--- src/rtl/ring_output_port.sv ---
// ring_output_port
//   Output-side controller for one ring direction of a router. Picks a packet
//   from either the ring pass-through buffer or the local injection buffer,
//   holds it in a one-entry output register, and hands it to the next router
//   with a send/ready handshake. Ring packets get their hop count decremented
//   on the way through. Local packets pass through unmodified.
//
// Ports
//   clk, reset            clock, synchronous active-high reset
//   polarity              router polarity, toggles every cycle
//   ringFull/ringData     pass-through buffer status and data
//   ringRd                read strobe to pass-through buffer (combinational)
//   localFull/localData   injection buffer status and data
//   localRd               read strobe to injection buffer (combinational)
//   so                    send-out, downstream write enable (combinational)
//   ri                    ready-in, downstream buffer empty
//   dataOut               outbound packet (output register)
module ring_output_port #(
    parameter int WIDTH   = 64,
    parameter int VC_BIT  = 63,
    parameter int HOP_MSB = 55,
    parameter int HOP_LSB = 48
) (
    input  logic             clk,
    input  logic             reset,
    output logic             polarity,
    input  logic             ringFull,
    input  logic [WIDTH-1:0] ringData,
    output logic             ringRd,
    input  logic             localFull,
    input  logic [WIDTH-1:0] localData,
    output logic             localRd,
    output logic             so,
    input  logic             ri,
    output logic [WIDTH-1:0] dataOut
);

    localparam int HOP_W = HOP_MSB - HOP_LSB + 1;

    logic             outValid;
    logic [WIDTH-1:0] outReg;
    logic             prio;       // 0: ring preferred, 1: local preferred

    logic             ringElig;
    logic             localElig;
    logic             free;
    logic             grantRing;
    logic             grantLocal;
    logic [WIDTH-1:0] ringNext;

    // A source only competes when its VC tag matches the current polarity.
    assign ringElig  = ringFull  & (ringData[VC_BIT]  == polarity);
    assign localElig = localFull & (localData[VC_BIT] == polarity);

    // A register that drains this cycle counts as free, so a new packet can
    // be loaded on the same edge the old one leaves.
    assign free = ~outValid | ri;

    // Reset gates every strobe so nothing is read or sent while reset is high.
    assign grantRing  = ~reset & free & ringElig  & (~localElig | ~prio);
    assign grantLocal = ~reset & free & localElig & (~ringElig  |  prio);

    assign ringRd  = grantRing;
    assign localRd = grantLocal;
    assign so      = ~reset & outValid & ri;
    assign dataOut = outReg;

    // Hop field decremented modulo 2^HOP_W; every other bit copied.
    always_comb begin
        ringNext                  = ringData;
        ringNext[HOP_MSB:HOP_LSB] = ringData[HOP_MSB:HOP_LSB] - HOP_W'(1);
    end

    always_ff @(posedge clk) begin
        if (reset) begin
            polarity <= 1'b0;
            outValid <= 1'b0;
            outReg   <= '0;
            prio     <= 1'b0;
        end else begin
            polarity <= ~polarity;
            if (grantRing) begin
                outReg   <= ringNext;
                outValid <= 1'b1;
                prio     <= 1'b1;
            end else if (grantLocal) begin
                outReg   <= localData;
                outValid <= 1'b1;
                prio     <= 1'b0;
            end else if (so) begin
                outValid <= 1'b0;
            end
        end
    end

endmodule
--- config.mk ---
export PLATFORM = sky130hd
export DESIGN_NAME = ring_output_port
export DESIGN_NICKNAME = d
export VERILOG_FILES = /design/src/rtl/ring_output_port.sv
export SDC_FILE = /design/constraint.sdc
export NUM_CORES = 1
export LEC_CHECK = 0
export ABC_AREA = 1
export BUFFER_PORTS_ARGS = -buffer_cell sky130_fd_sc_hd__buf_2
export CAP_MARGIN = 20
export CORE_MARGIN = 3
export CORE_UTILIZATION = 49
export DETAILED_ROUTE_END_ITERATION = 16
export GPL_TIMING_DRIVEN = 0
export PLACE_DENSITY = 0.88
export SLEW_MARGIN = 25
export SYNTH_ARGS = -nofsm -noshare
export SYNTH_HDL_FRONTEND = slang
export SYNTH_SLANG_ARGS = --single-unit
--- constraint.sdc ---
create_clock -name clk -period 2.5 [get_ports clk]
set_input_delay 0.125 -clock clk [delete_from_list [all_inputs] [get_ports clk]]
set_output_delay 0.125 -clock clk [all_outputs]
set_load 0.1 [all_outputs]
### After elaboration in Yosys (flattened, before gate mapping)

Cells that the tools add are included.

| word-level totals | value |
|---|---|
| logic and storage cells | 34 |
| bits of input ports | 133 |
| output and inout bits | 68 |
| flip-flop bits (word level) | 67 |

| cells by class | value |
|---|---|
| bitwise gates (word level) | 18 |
| $add $sub $neg | 1 |
| equal/unequal tests | 2 |
| mux-type cells | 7 |
| reduce and logical (&&, ||, !) cells | 2 |

Operators by type and width:

| cell | count |
|---|---|
| 64-bit two-way mux | 2 |
| 1-bit bitwise AND | 9 |
| 8-bit by 1-bit subtractor with 8-bit output (second input constant) | 1 |
| 1-bit inverter | 6 |
| 1-bit two-way mux | 5 |
| 1-bit bitwise OR | 3 |
| 3-bit nonzero test | 1 |
| 1-bit == test | 2 |
| 2-bit nonzero test | 1 |

### Logic depth before layout (Yosys ltp)

Gate-level depths: netlist of run 1.

| depth | value |
|---|---|
| depth in word-level cells | 7 |
| gate-level depth with buffers | 11 |
| mapped depth without buffers | 9 |

### Worst setup path after synthesis of run 1

No wires, ideal clock.

| timing path | value |
|---|---|
| path type | register -> register |
| start | register polarity |
| end | register outReg[54] (netlist: dataOut[54]) |
| library setup time | 0.071 ns |
| slack | -0.015 ns |
| cell stages (with the launch flop) | 10 |
| arrival | 2.444 ns |
| path buffers | 1 |
| clock period less this slack | 2.515 ns |
| data required time | 2.429 ns |
| path through | dfxtp_1 inv_2 nand2_1 nand3_1 nor2_1 nand2_1 buf_6 inv_1 nand2_1 a21oi_1 |

| between the ends | value |
|---|---|
| cells in the longest elaborated chain, start to end | 6 |
| elaborated cells between the ends (all ways) | 14 |
| those cells by class | 2 x eq/ne; 1 x mux; 10 x bitwise; 1 x reduce/logical |

Ends and longest elaborated chain:

| what | RTL line | text |
|---|---|---|
| start: declaration | 26 | `output logic polarity,` |
| start signal: assignment | 81 | `polarity <= ~polarity;` |
| 1-bit == test | 53 | `assign localElig = localFull & (localData[VC_BIT] == polarity);` |
| 1-bit bitwise AND | 53 |  |
| 1-bit inverter | 60 | `assign grantRing = ~reset & free & ringElig & (~localElig \| ~prio);` |
| 1-bit bitwise OR | 60 |  |
| 1-bit bitwise AND (*) | 60 |  |
| via ringRd | 29 | `output logic ringRd,` |
| 64-bit two-way mux or 2-bit nonzero test (tied branches) | -- |  |
| end signal: assignment | 83 | `outReg <= ringNext;` |
| end signal: assignment | 87 | `outReg <= localData;` |
| end: declaration | 41 | `logic [WIDTH-1:0] outReg;` |

Mark *: on every way through the listed nets, which the timed path passes. The rest lies on a longest branch.
A chain may end at the register's enable or synchronous reset.

### Final worst setup path of run 1

| timing path | value |
|---|---|
| start | register polarity |
| end | output port ringRd |

| between the ends | value |
|---|---|
| cells in the longest elaborated chain, start to end | 5 |
| elaborated cells between the ends (all ways) | 8 |
| those cells by class | 2 x eq/ne; 6 x bitwise |

Ends and longest elaborated chain:

| what | RTL line |
|---|---|
| 1-bit == test | 53 |
| 1-bit bitwise AND | 53 |
| 1-bit inverter | 60 |
| 1-bit bitwise OR | 60 |
| 1-bit bitwise AND (*) | 60 |
| end: declaration | 29 |

Mark *: on every way between the ends. The rest lies on a longest branch, timed or not.

==> flow_summary.json, run 1 <==
{
  "hold_viol": 0,
  "drtAntennaViolNets": 0,
  "finClkSkew_ns": 0.008669,
  "worstPathArrival_ns": 1.84,
  "min_period_ns": 1.966,
  "ir_worst_vdd_uv": 359.3,
  "num-nets-final": 958,
  "syn_avg_cell_area_um2": 6.242,
  "clk_pin_slew_worst_paths_ns": 0.07,
  "n_antenna_cell": 0,
  "track_usage_pct": 25.66,
  "rrSetupSlack_ns": 0.87,
  "cts_root_buffer": "clkbuf_8",
  "grt_max_degree": 13,
  "coreArea_mm2": 0.007408,
  "cts_tree": "yes",
  "syn_nets": 747,
  "fmax_mhz": 508.5,
  "first_iter_violations": 228,
  "path_class": "reg2out",
  "ys_ff_latch": 67,
  "clk_latency_ns": 0.34,
  "cts-buffers-inserted": 9,
  "grt-ovfl-total": 0,
  "placedInstanceArea_mm2": 0.004952,
  "fp-row-count": 31,
  "clk_path_buf_depth": 2,
  "die_y_um": 94.37,
  "grt_pass1_wl_um": 18370,
  "final_core_util_pct": 70.22,
  "total_leakage_power_nw": 3.424,
  "hold-worst-slack_ns": 0.03540,
  "grt_pass1_vias": 4176,
  "h-tree-depth": 3,
  "wirelength_um": 11830,
  "drcViolationCount": 0,
  "netlist-cell-type-count": 23,
  "antenna_found_initial": 0,
  "portBuffers": 200,
  "dr.pass1.iters": 5,
  "die_x_um": 94.37,
  "avgRoutedWirePerCell_um": 12.75,
  "setup_tns_ns": 0,
  "slew_headroom_pct": 66.32,
  "seq_area_frac_synth_pct": 35.06,
  "drive_gt1_share_pct": 30.04,
  "fin_crit_sh_pct": 78.66,
  "worstPathMaxFanout": 10,
  "required_ns": 2.38,
  "post-dp-hpwl_um": 9038,
  "place_congestion": 0.8872,
  "synth_warnings": 0,
  "synthCells": 613,
  "mostFrequentLayoutCell": "buf_2",
  "vias": 4549,
  "post_cts_buffers": 0,
  "crit_path_end_kind": "output pin",
  "routed_via_density": 4.902,
  "mostFrequentLayoutCells": "buf_2 (207), nand2_1 (148), inv_1 (132)",
  "status": "finished, final reports clean",
  "syn_area_mm2": 0.003826,
  "maxSlewViolCount": 0,
  "fin_area_mm2": 0.005202,
  "dieArea_mm2": 0.008905,
  "clock-sinks": 67,
  "start_util_pct": 51.65,
  "rsz0062_at_grt": "no",
  "pwr_density_cell_mw_per_mm2": 710.8,
  "ctsResizeCount": 0,
  "hold_path.class": "in2reg",
  "maxCapViolCount": 0,
  "top_level_ports": 201,
  "setup_viol": 0,
  "cts_hold_buf": 0,
  "tightest_slew_ns": 0.5087,
  "start_kind": "flip-flop",
  "areaGrowthSynthToFinish_pct": 35.97
}
==> report_power, final <==
group / switching, W / internal (W) / leakage (nW) / total [W]
registers: 0.0000495 / 0.00117 / 0.552 / 0.00122
clock network: 0.000430 / 0.000690 / 0.115 / 0.00112
logic: 0.00106 / 0.000299 / 2.76 / 0.00136
==> cell usage after synthesis <==
cell type	count	area (µm²)
nand2_1	148	555.5
inv_1	132	495.5
nand3_1	129	645.6
dfxtp_1	67	1341
o21ai_0	57	285.3
nor2_1	15	56.30
buf_6	13	146.4
clkbuf_1	11	41.29
buf_2	7	35.03
buf_4	7	52.55
o21ai_1	7	35.03
a21oi_1	5	25.02
inv_2	2	7.510
nand2_2	2	12.51
nand3b_1	2	15.01
nand4_1	2	12.51
a21boi_1	1	7.510
buf_1	1	3.750
ha_1	1	12.51
nand3_4	1	17.52
nor3_1	1	5.000
xnor2_1	1	8.760
xor2_1	1	8.760
==> worst max-delay path: stages, from the launching register on <==
cell	delay, ns
dfxtp_2	0.36
inv_2	0.05
nand2_1	0.06
nand2_2	0.08
nand3_4	0.14
nand2_1	0.10
buf_6	0.16
inv_1	0.10
buf_2	0.44
==> metrics by stage <==
step / instances / total power (W) / setup slack (ns)
2_1_floorplan: 613 / 0.002292 / 0.3250
3_3_place_gp: 912 / 0.002573 / 0.9122
3_5_place_dp: 912 / 0.002597 / 0.9002
4_1_cts: 928 / 0.003712 / 0.5065
5_1_grt: 928 / 0.003860 / 0.4256
6_report: 928 / 0.003698 / 0.5335
==> registers in the layout, indices dropped and copies added, names as in the netlist <==
name,cells
dataOut,64
polarity,1
outValid,1
prio,1
==> per-layer routing <==
| layer | track usage [%] | routed length [µm] |
|---|---|---|
| met5 | 0 | 0 |
| met4 | 11.31 | 331 |
| met1 | 29.64 | 4795 |
| met3 | 5.817 | 997 |
| met2 | 45.21 | 5706 |
==> cell type report <==
class | instances | area, µm²
Fill cell | 657 | 2206
Multi-Input combinational cell | 373 | 1703
Sequential cell | 67 | 1343
Timing Repair Buffer | 200 | 1001
Inverter | 134 | 503.0
Buffer | 39 | 279.0
Clock buffer | 10 | 137.6
Tap cell | 99 | 123.9
Clock inverter | 6 | 112.6
==> cells by family after synthesis <==
| logic type | count (synthesis) | synth area share (%) |
|---|---|---|
| xor gates and xnor gates | 2 | 0.4579 |
| AOI/OAI and AO/OA | 70 | 9.221 |
| and+or+nand+nor | 300 | 34.50 |
| buffers and inverters | 173 | 20.44 |
| adders and majority gates | 1 | 0.3270 |
| DFF | 67 | 35.06 |
==> worst paths after layout <==
kind,start,end,cells past startpoint
setup reg to reg,polarity$_SDFF_PP0_,dataOut[34]$_SDFFE_PP0P_,10
hold / removal,reset,polarity$_SDFF_PP0_,2
setup / recovery,polarity$_SDFF_PP0_,ringRd,8
hold reg to reg,polarity$_SDFF_PP0_,polarity$_SDFF_PP0_,1
Power figures use the tool's default switching activity.
==> run 2, diff against run 1 <==
- CORE_UTILIZATION: 49 -> 46
- PLACE_DENSITY: 0.88 -> 0.83
- clock period: 2.5 -> 2.03 ns (I/O delays scaled with it)
==> flow_summary.json, run 2 (synthesis gave the netlist of run 1 again) <==
{
  "status": "finished, final reports clean",
  "crit_path_end_kind": "output pin",
  "path_class": "reg2out",
  "cp_slowest_stage_delay_ns": 0.42,
  "finClkSkew_ns": 0.005592,
  "clk_path_buf_depth": 2,
  "fin_crit_sh_pct": 93.47,
  "n_antenna_cell": 0,
  "setup_viol": 0,
  "h-tree-depth": 3,
  "portBuffers": 200,
  "top_level_ports": 201,
  "ctsResizeCount": 0,
  "start_kind": "flip-flop",
  "post_cts_buffers": 0,
  "setup_tns_ns": 0,
  "avgRoutedWirePerCell_um": 12.89,
  "total_leakage_power_nw": 3.391,
  "rsz0062_at_grt": "no",
  "hold_path.class": "in2reg",
  "cts_hold_buf": 0,
  "min_period_ns": 1.897,
  "fill_cells": 744,
  "crit_chain": "inv_2 -> nand2_1 -> nand3_1 -> nor2_1 -> nand2_1 -> buf_6 -> clkinvlp_4 -> buf_2",
  "grt_max_degree": 11,
  "required_ns": 1.93,
  "wirelength_um": 12000,
  "fmax_mhz": 527.0,
  "grt-ovfl-total": 0,
  "first_iter_violations": 151,
  "fp-row-count": 32,
  "dr.pass1.iters": 7,
  "drive_gt1_share_pct": 29.79,
  "mostFrequentLayoutCell": "buf_2",
  "fin_area_mm2": 0.005135,
  "place_congestion": 0.9529,
  "dieArea_mm2": 0.009448,
  "grt_pass1_wl_um": 19240,
  "cts_tree": "yes",
  "maxCapViolCount": 0,
  "routed_via_density": 4.911,
  "hold-worst-slack_ns": 0.02015,
  "track_usage_pct": 24.31,
  "tightest_slew_ns": 0.5141,
  "slew_headroom_pct": 65.96,
  "post-dp-hpwl_um": 9236,
  "drtAntennaViolNets": 0,
  "die_y_um": 97.20,
  "cts_root_buffer": "clkbuf_8",
  "clk_pin_slew_worst_paths_ns": 0.07,
  "placedInstanceArea_mm2": 0.004962,
  "maxSlewViolCount": 0,
  "pwr_density_cell_mw_per_mm2": 812.7,
  "stdcell_count": 931,
  "drcViolationCount": 0,
  "dp.cells": 915,
  "hold_viol": 0,
  "ir_worst_vdd_uv": 450.0,
  "mostFrequentLayoutCells": "buf_2 (207), nand2_1 (148), inv_1 (131)",
  "antenna_found_initial": 0,
  "coreArea_mm2": 0.007888,
  "cp_common_cell": "nand2_1",
  "num-nets-final": 958,
  "clk_latency_ns": 0.33,
  "die_x_um": 97.20,
  "vias": 4572,
  "worstPathMaxFanout": 10,
  "start_util_pct": 48.51,
  "cts-buffers-inserted": 9,
  "areaGrowthSynthToFinish_pct": 34.21,
  "worstPathArrival_ns": 1.80,
  "clock-sinks": 67,
  "largest_reg_flops": 64,
  "crit_slowest_cell": "buf_2",
  "grt_pass1_vias": 4267
}
==> run 2: cell type report <==
| class | count | area (µm²) | share of cell area (%) |
|---|---|---|---|
| Buffer | 39 | 279.0 | 5.434 |
| Clock buffer | 14 | 162.7 | 3.168 |
| Multi-Input combinational cell | 373 | 1703 | 33.16 |
| Sequential cell | 67 | 1345 | 26.19 |
| Clock inverter | 2 | 10.01 | 0.1949 |
| Inverter | 134 | 506.7 | 9.868 |
| Tap cell | 102 | 127.6 | 2.485 |
| Timing Repair Buffer | 200 | 1001 | 19.49 |
==> run 2: worst max-delay path: cells and delay by family, from the launching register on <==
| kind | cells | cell delay, ns |
|---|---|---|
| buffers and inverters | 4 | 0.71 |
| and+or+nand+nor | 4 | 0.39 |
| DFF | 1 | 0.37 |
==> run 2: routing by layer <==
metal | GRT usage, % | part of all wire, % | wire length, µm | vias to the layer above
met1 | 28.72 | 40 | 4783 | 1995
li1 | - | - | - | 2314
met2 | 42.83 | 49 | 5866 | 239
met4 | 8.855 | 1.7 | 205 | 0
met3 | 5.599 | 9.5 | 1145 | 24
met5 | 0 | 0 | 0 | -
==> run 2: worst paths after layout <==
check	to	slack, ns	from	depth (start not counted)
worst max-delay path	ringRd	0.13	polarity$_SDFF_PP0_	8
worst min register to register	polarity$_SDFF_PP0_	0.45	polarity$_SDFF_PP0_	1
worst min-delay path	dataOut[63]$_SDFFE_PP0P_	0.02	localData[63]	3
worst max register to register	dataOut[34]$_SDFFE_PP0P_	0.41	polarity$_SDFF_PP0_	10
==> run 2: through the flow <==
step           utilization (%)  total power, W  worst slack [ns]
6_report                 65.10        0.004173            0.1325
5_1_grt                  65.10        0.004375           0.02646
4_1_cts                  65.10        0.004194           0.09282
3_5_place_dp             62.91        0.003204            0.4255
3_3_place_gp             62.91        0.003173            0.4591
2_1_floorplan                -        0.002823           0.05998
==> run 2: where the power goes <==
part,internal (W),switching [W],total (W)
registers,0.00144,0.0000628,0.00150
clock network,0.000509,0.000487,0.000995
logic,0.000368,0.00131,0.00168
